## config.mk

```make
export PLATFORM = sky130hd
export DESIGN_NAME = argmax_8_16
export DESIGN_NICKNAME = d
export VERILOG_FILES = /design/src/rtl/argmax_8_16_pkg.sv /design/src/rtl/argmax_cmp.sv /design/src/rtl/argmax_8_16.sv
export SDC_FILE = /design/constraint.sdc
export NUM_CORES = 1
export LEC_CHECK = 0
export CORE_MARGIN = 4
export CORE_UTILIZATION = 40
export DETAILED_ROUTE_END_ITERATION = 12
export HOLD_SLACK_MARGIN = 0.03
export PLACE_DENSITY_LB_ADDON = 0.25
export SETUP_SLACK_MARGIN = 0.05
export SYNTH_ARGS = -nofsm -noshare
export SYNTH_HDL_FRONTEND = slang
export SYNTH_SLANG_ARGS = --single-unit
```

## constraint.sdc

```tcl
create_clock -name clk -period 2.8 [get_ports clk]
set_clock_uncertainty 0.1 [all_clocks]
set_input_delay 0.7 -clock clk [delete_from_list [all_inputs] [get_ports clk]]
set_output_delay 0.7 -clock clk [all_outputs]
set_load 0.01 [all_outputs]
```

## src/rtl/argmax_8_16_pkg.sv

```systemverilog
// Shared definitions for the classifier argmax stage and the layer blocks
// that feed it: vector geometry and the collector FSM state type.
package argmax_8_16_pkg;

    localparam int M    = 8;              // words per input vector
    localparam int T    = 16;             // word width, two's complement
    localparam int logM = $clog2(M + 1);  // word counter / index width

    typedef enum logic {
        COLLECT,
        OUTPUT
    } argmax_state_t;

endpackage

```

## src/rtl/argmax_cmp.sv

```systemverilog
// Combinational signed compare/select: given the running best and a new
// candidate, produce the next best value and index. Strict greater-than,
// so ties keep the earlier (lower) index. 'first' forces the candidate in.
module argmax_cmp
    import argmax_8_16_pkg::*;
(
    input  logic                   first,
    input  logic signed [T-1:0]    best_val,
    input  logic        [logM-1:0] best_idx,
    input  logic signed [T-1:0]    cand_val,
    input  logic        [logM-1:0] cand_idx,
    output logic signed [T-1:0]    next_val,
    output logic        [logM-1:0] next_idx
);

    logic take;

    // Select candidate when it opens a vector or strictly beats the best
    always_comb begin
        take     = first || (cand_val > best_val);
        next_val = take ? cand_val : best_val;
        next_idx = take ? cand_idx : best_idx;
    end

endmodule

```

## src/rtl/argmax_8_16.sv

```systemverilog
// Argmax classifier stage: collects M signed words per vector over
// valid/ready and emits the index and value of the largest word.
// Word input is stalled while a result waits for the downstream consumer.
module argmax_8_16
    import argmax_8_16_pkg::*;
(
    input  logic                   clk,
    input  logic                   reset,
    input  logic                   s_valid,
    output logic                   s_ready,
    input  logic signed [T-1:0]    data_in,
    output logic                   m_valid,
    input  logic                   m_ready,
    output logic        [logM-1:0] idx_out,
    output logic signed [T-1:0]    max_out
);

    localparam logic [logM-1:0] LAST_IDX = logM'(M - 1);

    argmax_state_t             state;
    logic          [logM-1:0]  count;
    logic signed   [T-1:0]     best_val;
    logic          [logM-1:0]  best_idx;
    logic signed   [T-1:0]     next_val;
    logic          [logM-1:0]  next_idx;
    logic                      word_xfer;

    // Only the ready output is combinational; held low while in reset
    assign s_ready   = (state == COLLECT) && reset;
    assign word_xfer = s_valid && s_ready;

    argmax_cmp u_cmp (
        .first    (count == '0),
        .best_val (best_val),
        .best_idx (best_idx),
        .cand_val (data_in),
        .cand_idx (count),
        .next_val (next_val),
        .next_idx (next_idx)
    );

    // Collector FSM: running best, word counter and registered result
    always_ff @(posedge clk or negedge reset) begin
        if (!reset) begin
            state    <= COLLECT;
            count    <= '0;
            best_val <= '0;
            best_idx <= '0;
            m_valid  <= 1'b0;
            idx_out  <= '0;
            max_out  <= '0;
        end else begin
            case (state)
                COLLECT: begin
                    if (word_xfer) begin
                        best_val <= next_val;
                        best_idx <= next_idx;
                        if (count == LAST_IDX) begin
                            idx_out <= next_idx;
                            max_out <= next_val;
                            m_valid <= 1'b1;
                            count   <= '0;
                            state   <= OUTPUT;
                        end else begin
                            count <= count + 1'b1;
                        end
                    end
                end
                OUTPUT: begin
                    if (m_ready) begin
                        m_valid <= 1'b0;
                        state   <= COLLECT;
                    end
                end
                default: begin
                    state <= COLLECT;
                end
            endcase
        end
    end

endmodule
```

==> results.sh, run 1 <==
export IMPL_max_stage_delay_ps=350
export IMPL_die_x_um=88.16
export IMPL_async_flop_share=1.000
export IMPL_clk_pin_slew_ps=90
export IMPL_design_area_mm2=0.003595
export IMPL_cp_arrival_ps=2750
export IMPL_max_cap_viol_count=0
export IMPL_hold_class="reg2reg"
export IMPL_p_leak_nw=1.653
export IMPL_fmax_mhz=376.3
export IMPL_crit_slowest_cell="o31a_4"
export IMPL_setup_violations=0
export IMPL_crit_end="best_val[2]$_DFFE_PN0P_"
export IMPL_grt_pass1_wl_um=11150
export IMPL_fin_ws_ps=142.6
export IMPL_post_route_util=0.5931
export IMPL_ant_nets=0
export IMPL_insertion_delay_ps=310
export IMPL_syn_nets=286
export IMPL_portBuffers=41
export IMPL_post_place_ws_ps=-571.4
export IMPL_numClockSinks=46
export IMPL_gp_congestion=0.7962
export IMPL_multi_input_area_mm2=0.001495
export IMPL_dieHeight_um=88.16
export IMPL_clock_path_buffers=2
export IMPL_worst_pin_slew_ps=594.2
export IMPL_diodes=0
export IMPL_tritoncts="yes"
export IMPL_io_pins=42
export IMPL_rr_endpoint="best_val[2]$_DFFE_PN0P_"
export IMPL_crit_path_max_fanout=7
export IMPL_drc=0
export IMPL_coreArea_mm2=0.006061
export IMPL_avgSynthCellArea_um2=10.36
export IMPL_syn_to_final_growth_pct=39.87
export IMPL_drtPass1Iterations=4
export IMPL_wl_per_cell_um=16.72
export IMPL_avgViaCountPerCell=5.410
export IMPL_die_area_mm2=0.007771
export IMPL_grt_antenna_before_repair=0
export IMPL_synth_flop_cell="dfrtp_1"
export IMPL_yosys_warnings=0
export IMPL_syn_area_mm2=0.002570
export IMPL_rrSetupSlack_ps=250
export IMPL_hold_violations=0
export IMPL_slew_headroom=0.6039
export IMPL_crit_required_ps=2890
export IMPL_period_share=0.9491
export IMPL_totalWireLength_um=6656
export IMPL_start_util=0.4240
export IMPL_period_needed_ps=2657
export IMPL_endpoint_kind="flop"
export IMPL_synth_seq_cells=46
export IMPL_worst_r2r_path_depth=10
export IMPL_status="finished clean"
export IMPL_hpwl_um=4296
export IMPL_row_count=28
export IMPL_overflow=0
export IMPL_layout_drive_gt1_share=0.3220
export IMPL_timing_rr_start="best_val[12]$_DFFE_PN0P_"
export IMPL_initialDrtViolationCount=115
export IMPL_drv_slew=0
export IMPL_cts_made_buffers=5
export IMPL_grt_use_total=0.1852
export IMPL_h_tree_depth=2
export IMPL_critical_path_class="in2reg"
export IMPL_grt_pass1_vias=2252
export IMPL_cts_root_buf="clkbuf_8"
export IMPL_seqCellArea_mm2=0.001151
export IMPL_p_per_area_mw_per_mm2=1106
export IMPL_hold_slack_ps=379.8
export IMPL_ir_drop_mv=0.4812
export IMPL_synth_cells=248
export IMPL_cp_cell_sequence="dlygate4sd2_1, ha_1, nor2b_1, o21ai_2, a21boi_4, o31a_4, o21ai_4, buf_6, buf_12, mux2_4"
export IMPL_synth_seq_area_share=0.4479
export IMPL_rsz0062_at_grt="false"
export IMPL_grt_max_degree=47
export IMPL_synth_edf_count=0
export IMPL_via_count=2153
export IMPL_placed_area_mm2=0.003293
export IMPL_cp_startpoint="data_in[1]"
export IMPL_final_nets=360
export IMPL_synth_cell_type_count=37
export IMPL_fill_cells=518
export IMPL_startpoint_type="primary input"
==> per-layer routing <==
layer / share of wire / vias up / GRT usage / wire (um)
met5: 0 / - / 0 / 0
met4: 0.014 / 0 / 0.06044 / 90
met3: 0.033 / 7 / 0.03010 / 222
met2: 0.50 / 34 / 0.3068 / 3323
met1: 0.45 / 1080 / 0.2482 / 3020
li1: - / 1032 / - / -
==> kinds of logic after synthesis <==
| logic type | Yosys count | share of synthesized area |
|---|---|---|
| xor gates and xnor gates | 2 | 0.006817 |
| adders and majority gates | 18 | 0.08764 |
| muxes | 18 | 0.1052 |
| and+or+nand+nor | 53 | 0.1105 |
| DFF | 46 | 0.4479 |
| buffers and inverters | 33 | 0.05599 |
| AOI/OAI and AO/OA | 78 | 0.1860 |
==> placed cells by master (no fill, tap or decap), drive strengths merged, types with 2 or more instances in the layout <==
cell,Yosys,final
clkdlybuf4s50,0,25
inv,20,20
nand2,11,11
nor2,23,23
nor2b,2,2
and2,2,2
clkbuf,8,17
buf,5,40
a21oi,22,22
o2bb2ai,2,2
nand4,4,4
clkdlybuf4s15,0,2
a31oi,19,19
dfrtp,46,46
nand3,3,3
dlygate4sd2,0,3
xnor2,2,2
nor3,3,3
mux2,18,18
o21ai,25,25
a21o,2,2
ha,18,18
==> worst min path at each step <==
stage                                         end  slack [ps]  cells past startpoint                     from
after floorplan           best_idx[0]$_DFFE_PN0P_         300                      0                    reset
after global placement        m_valid$_DFFE_PN0P_         360                      2      m_valid$_DFFE_PN0P_
after detailed placement      m_valid$_DFFE_PN0P_         360                      2      m_valid$_DFFE_PN0P_
after CTS                     m_valid$_DFFE_PN0P_         380                      2      m_valid$_DFFE_PN0P_
after global routing      best_idx[3]$_DFFE_PN0P_         400                      1  best_idx[3]$_DFFE_PN0P_
final                         m_valid$_DFFE_PN0P_         380                      2      m_valid$_DFFE_PN0P_
==> per-stage QoR <==
step	instances	TNS, ps	total power, mW
5_1_grt	398	0	4.270
6_report	398	0	3.978
3_3_place_gp	384	-16550	3.194
3_5_place_dp	384	-16580	3.241
4_1_cts	397	0	3.890
2_1_floorplan	248	0	2.394
==> where the power goes <==
part           internal (mW)  switching, mW
clock network          0.200          0.237
registers              0.983          0.232
logic                   1.21           1.11
total                   2.40           1.58
==> synth_stat cells, types with 7 or more instances <==
master / instances / area share
a21oi_1: 22 / 0.043
mux2_4: 18 / 0.11
a31oi_1: 19 / 0.046
ha_1: 18 / 0.088
o21ai_0: 23 / 0.045
inv_1: 20 / 0.029
clkbuf_1: 7 / 0.010
nor2_1: 23 / 0.034
nand2_1: 11 / 0.016
dfrtp_1: 46 / 0.45
==> critical path: cells and delay by family <==
kind                       cells  cell delay, ps
adders and majority gates      1             300
and+or+nand+nor                1             140
muxes                          1             300
AOI/OAI and AO/OA              4             780
buffers and inverters          3             520
==> what timing repair did <==
action	CTS	global route
hold buffers	0	0
endpoints found under the setup margin	40	22
resized for setup	32	32
buffers inserted	4	1
cloned	1	0
pin swaps	19	16
==> layout make-up <==
cell class,instances,area share
multi-input cells,169,0.4159
flip-flops and latches,46,0.3202
repair buffers,80,0.1914
well taps,75,0.02611
clock buffers,7,0.02402
inverters,20,0.02088
clock inverters,1,0.001392
==> flip-flops by register name (all words and copies together) (netlist names) <==
signal    cells
best_val     16
state         1
idx_out       4
max_out      16
best_idx      4
count         4
m_valid       1
No activity file was read; power rests on OpenSTA's default activity.
==> run 2, diff against run 1 <==
--- a/config.mk
+++ b/config.mk
@@ -7,9 +7,10 @@
 export LEC_CHECK = 0
 export CORE_MARGIN = 4
 export CORE_UTILIZATION = 40
+export CTS_CLUSTER_SIZE = 20
 export DETAILED_ROUTE_END_ITERATION = 12
+export DONT_BUFFER_PORTS = 1
 export HOLD_SLACK_MARGIN = 0.03
-export PLACE_DENSITY_LB_ADDON = 0.25
 export SETUP_SLACK_MARGIN = 0.05
 export SYNTH_ARGS = -nofsm -noshare
 export SYNTH_HDL_FRONTEND = slang
==> run 2 against run 1 <==
Fmax increased by 2.2%. Register-to-register slack got worse by 50 ps. Critical path type is now reg2reg. Wire length decreased by 11%. Combinational power decreased by 30%. Via count decreased by 12%. Critical path depth decreased by 1. Clock power decreased by 11%. Largest power group unchanged.
==> results.sh, run 2 (same netlist as run 1, synthesis figures left out) <==
export IMPL_final_common_cell="dfrtp_1"
export IMPL_max_cap_viol_count=0
export IMPL_via_count=1885
export IMPL_seqCellArea_mm2=0.001151
export IMPL_placed_area_mm2=0.002798
export IMPL_startpoint_type="flop"
export IMPL_ant_nets=0
export IMPL_placedCellCount=331
export IMPL_clk_pin_slew_ps=80
export IMPL_grt_antenna_before_repair=0
export IMPL_numClockSinks=46
export IMPL_design_area_mm2=0.002920
export IMPL_multi_input_area_mm2=0.001320
export IMPL_cp_startpoint="best_val[14]$_DFFE_PN0P_"
export IMPL_p_leak_nw=1.389
export IMPL_max_stage_delay_ps=380
export IMPL_avgViaCountPerCell=5.560
export IMPL_setup_violations=0
export IMPL_worst_r2r_path_depth=9
export IMPL_hold_violations=0
export IMPL_crit_slowest_cell="dfrtp_1"
export IMPL_layout_drive_gt1_share=0.2235
export IMPL_fill_cells=576
export IMPL_path_delay_family="simple AND/OR/NAND/NOR gates"
export IMPL_drc=0
export IMPL_h_tree_depth=2
export IMPL_start_util=0.4240
export IMPL_initialDrtViolationCount=122
export IMPL_portBuffers=0
export IMPL_cts_root_buf="clkbuf_8"
export IMPL_worst_pin_slew_ps=392.0
export IMPL_hpwl_um=4199
export IMPL_fmax_mhz=384.6
export IMPL_total_power_mw=3.325
export IMPL_grt_use_total=0.1668
export IMPL_post_cts_setup_buffers=0
export IMPL_ir_drop_mv=0.5990
export IMPL_crit_buf_inv=2
export IMPL_diodes=0
export IMPL_die_area_mm2=0.007771
export IMPL_wl_per_cell_um=17.47
export IMPL_rr_endpoint="best_val[13]$_DFFE_PN0P_"
export IMPL_cts_made_buffers=5
export IMPL_row_count=28
export IMPL_period_needed_ps=2600
export IMPL_fin_ws_ps=199.7
export IMPL_grt_pass1_wl_um=9991
export IMPL_rsz0062_at_grt="true"
export IMPL_period_share=0.9287
export IMPL_crit_required_ps=2880
export IMPL_die_x_um=88.16
export IMPL_drv_slew=0
export IMPL_post_place_ws_ps=-80.41
export IMPL_p_per_area_mw_per_mm2=1138
export IMPL_cp_cell_sequence="inv_1, ha_1, nand4_4, nor3_4, nor3_1, o31a_4, o21ai_2, buf_4, mux2_4"
export IMPL_critical_path_class="reg2reg"
export IMPL_insertion_delay_ps=300
export IMPL_clock_path_buffers=2
export IMPL_cp_num_cells=9
export IMPL_final_cells=339
export IMPL_mostFrequentLayoutCells="dfrtp_1 (46), o21ai_0 (23), nor2_1 (23), a21oi_1 (22), inv_1 (20)"
export IMPL_dieHeight_um=88.16
export IMPL_crit_end="best_val[13]$_DFFE_PN0P_"
export IMPL_final_nets=302
export IMPL_status="finished clean"
export IMPL_io_pins=42
export IMPL_endpoint_kind="flop"
export IMPL_gp_congestion=0.8386
export IMPL_timing_rr_start="best_val[14]$_DFFE_PN0P_"
export IMPL_drtPass1Iterations=4
export IMPL_rrSetupSlack_ps=200
export IMPL_hold_class="in2async"
export IMPL_syn_to_final_growth_pct=13.63
export IMPL_totalWireLength_um=5923
export IMPL_slew_headroom=0.7367
export IMPL_crit_path_max_fanout=7
export IMPL_grt_max_degree=47
export IMPL_reg_top3="best_val: 16 flops, max_out: 16 flops"
export IMPL_overflow=0
export IMPL_coreArea_mm2=0.006061
export IMPL_grt_pass1_vias=1925
export IMPL_cp_arrival_ps=2680
export IMPL_tritoncts="yes"
## run 2: cell count changes in the layout (fill, tap and decap cells not counted), sizes merged
cell | previous run | this run
clkdlybuf4s50 | 25 | 0
buf | 40 | 22
clkbuf | 17 | 5
dlygate4sd2 | 3 | 0
clkdlybuf4s15 | 2 | 0
clkinv | 1 | 2
## run 2: through the flow
| stage | util | setup TNS, ps | hold slack, ps |
|---|---|---|---|
| after global placement | 0.4616 | -90.86 | 306.4 |
| after detailed placement | 0.4616 | -1078 | 306.5 |
| final | 0.4818 | 0 | 141.8 |
| after floorplan | - | 0 | 304.4 |
| after CTS | 0.4791 | 0 | 147.5 |
| after global routing | 0.4818 | 0 | 148.3 |
## run 2: worst min-delay path by stage
stage / startpoint / end / slack, ps / cells after the start
2_1_floorplan: reset / best_idx[0]$_DFFE_PN0P_ / 300 / 0
4_1_cts: reset / state$_DFF_PN0_ / 150 / 1
6_report: reset / state$_DFF_PN0_ / 140 / 1
3_3_place_gp: reset / state$_DFF_PN0_ / 310 / 0
5_1_grt: reset / state$_DFF_PN0_ / 150 / 1
3_5_place_dp: reset / state$_DFF_PN0_ / 310 / 0
## run 2: layer usage
layer  global-route usage  vias to the layer above  routed length [um]
li1                     -                      917                   -
met4              0.05082                        0                  76
met5                    0                        -                   0
met1               0.2286                      924                2768
met2               0.2644                       37                2761
met3              0.03763                        7                 316
## run 2: what timing repair did
action | CTS | global route
hold endpoints to repair | 46 | 0
hold buffers | 1 | 0
gates resized for setup | 0 | 2
setup endpoints to repair | 0 | 12
## run 2: layout make-up
type,count,share of cell area
Clock buffer,5,0.02356
Inverter,20,0.02571
Sequential cell,46,0.3942
Clock inverter,2,0.003428
Timing Repair Buffer,22,0.06898
Multi-Input combinational cell,169,0.4520
Tap cell,75,0.03213
## run 2: power breakdown
| part | total, mW | internal (mW) | switching, mW | leakage, nW |
|---|---|---|---|---|
| Combinational | 1.63 | 0.788 | 0.840 | 0.783 |
| Clock | 0.388 | 0.168 | 0.220 | 0.0438 |
| Sequential | 1.31 | 0.984 | 0.324 | 0.562 |
| Total | 3.32 | 1.94 | 1.38 | 1.39 |
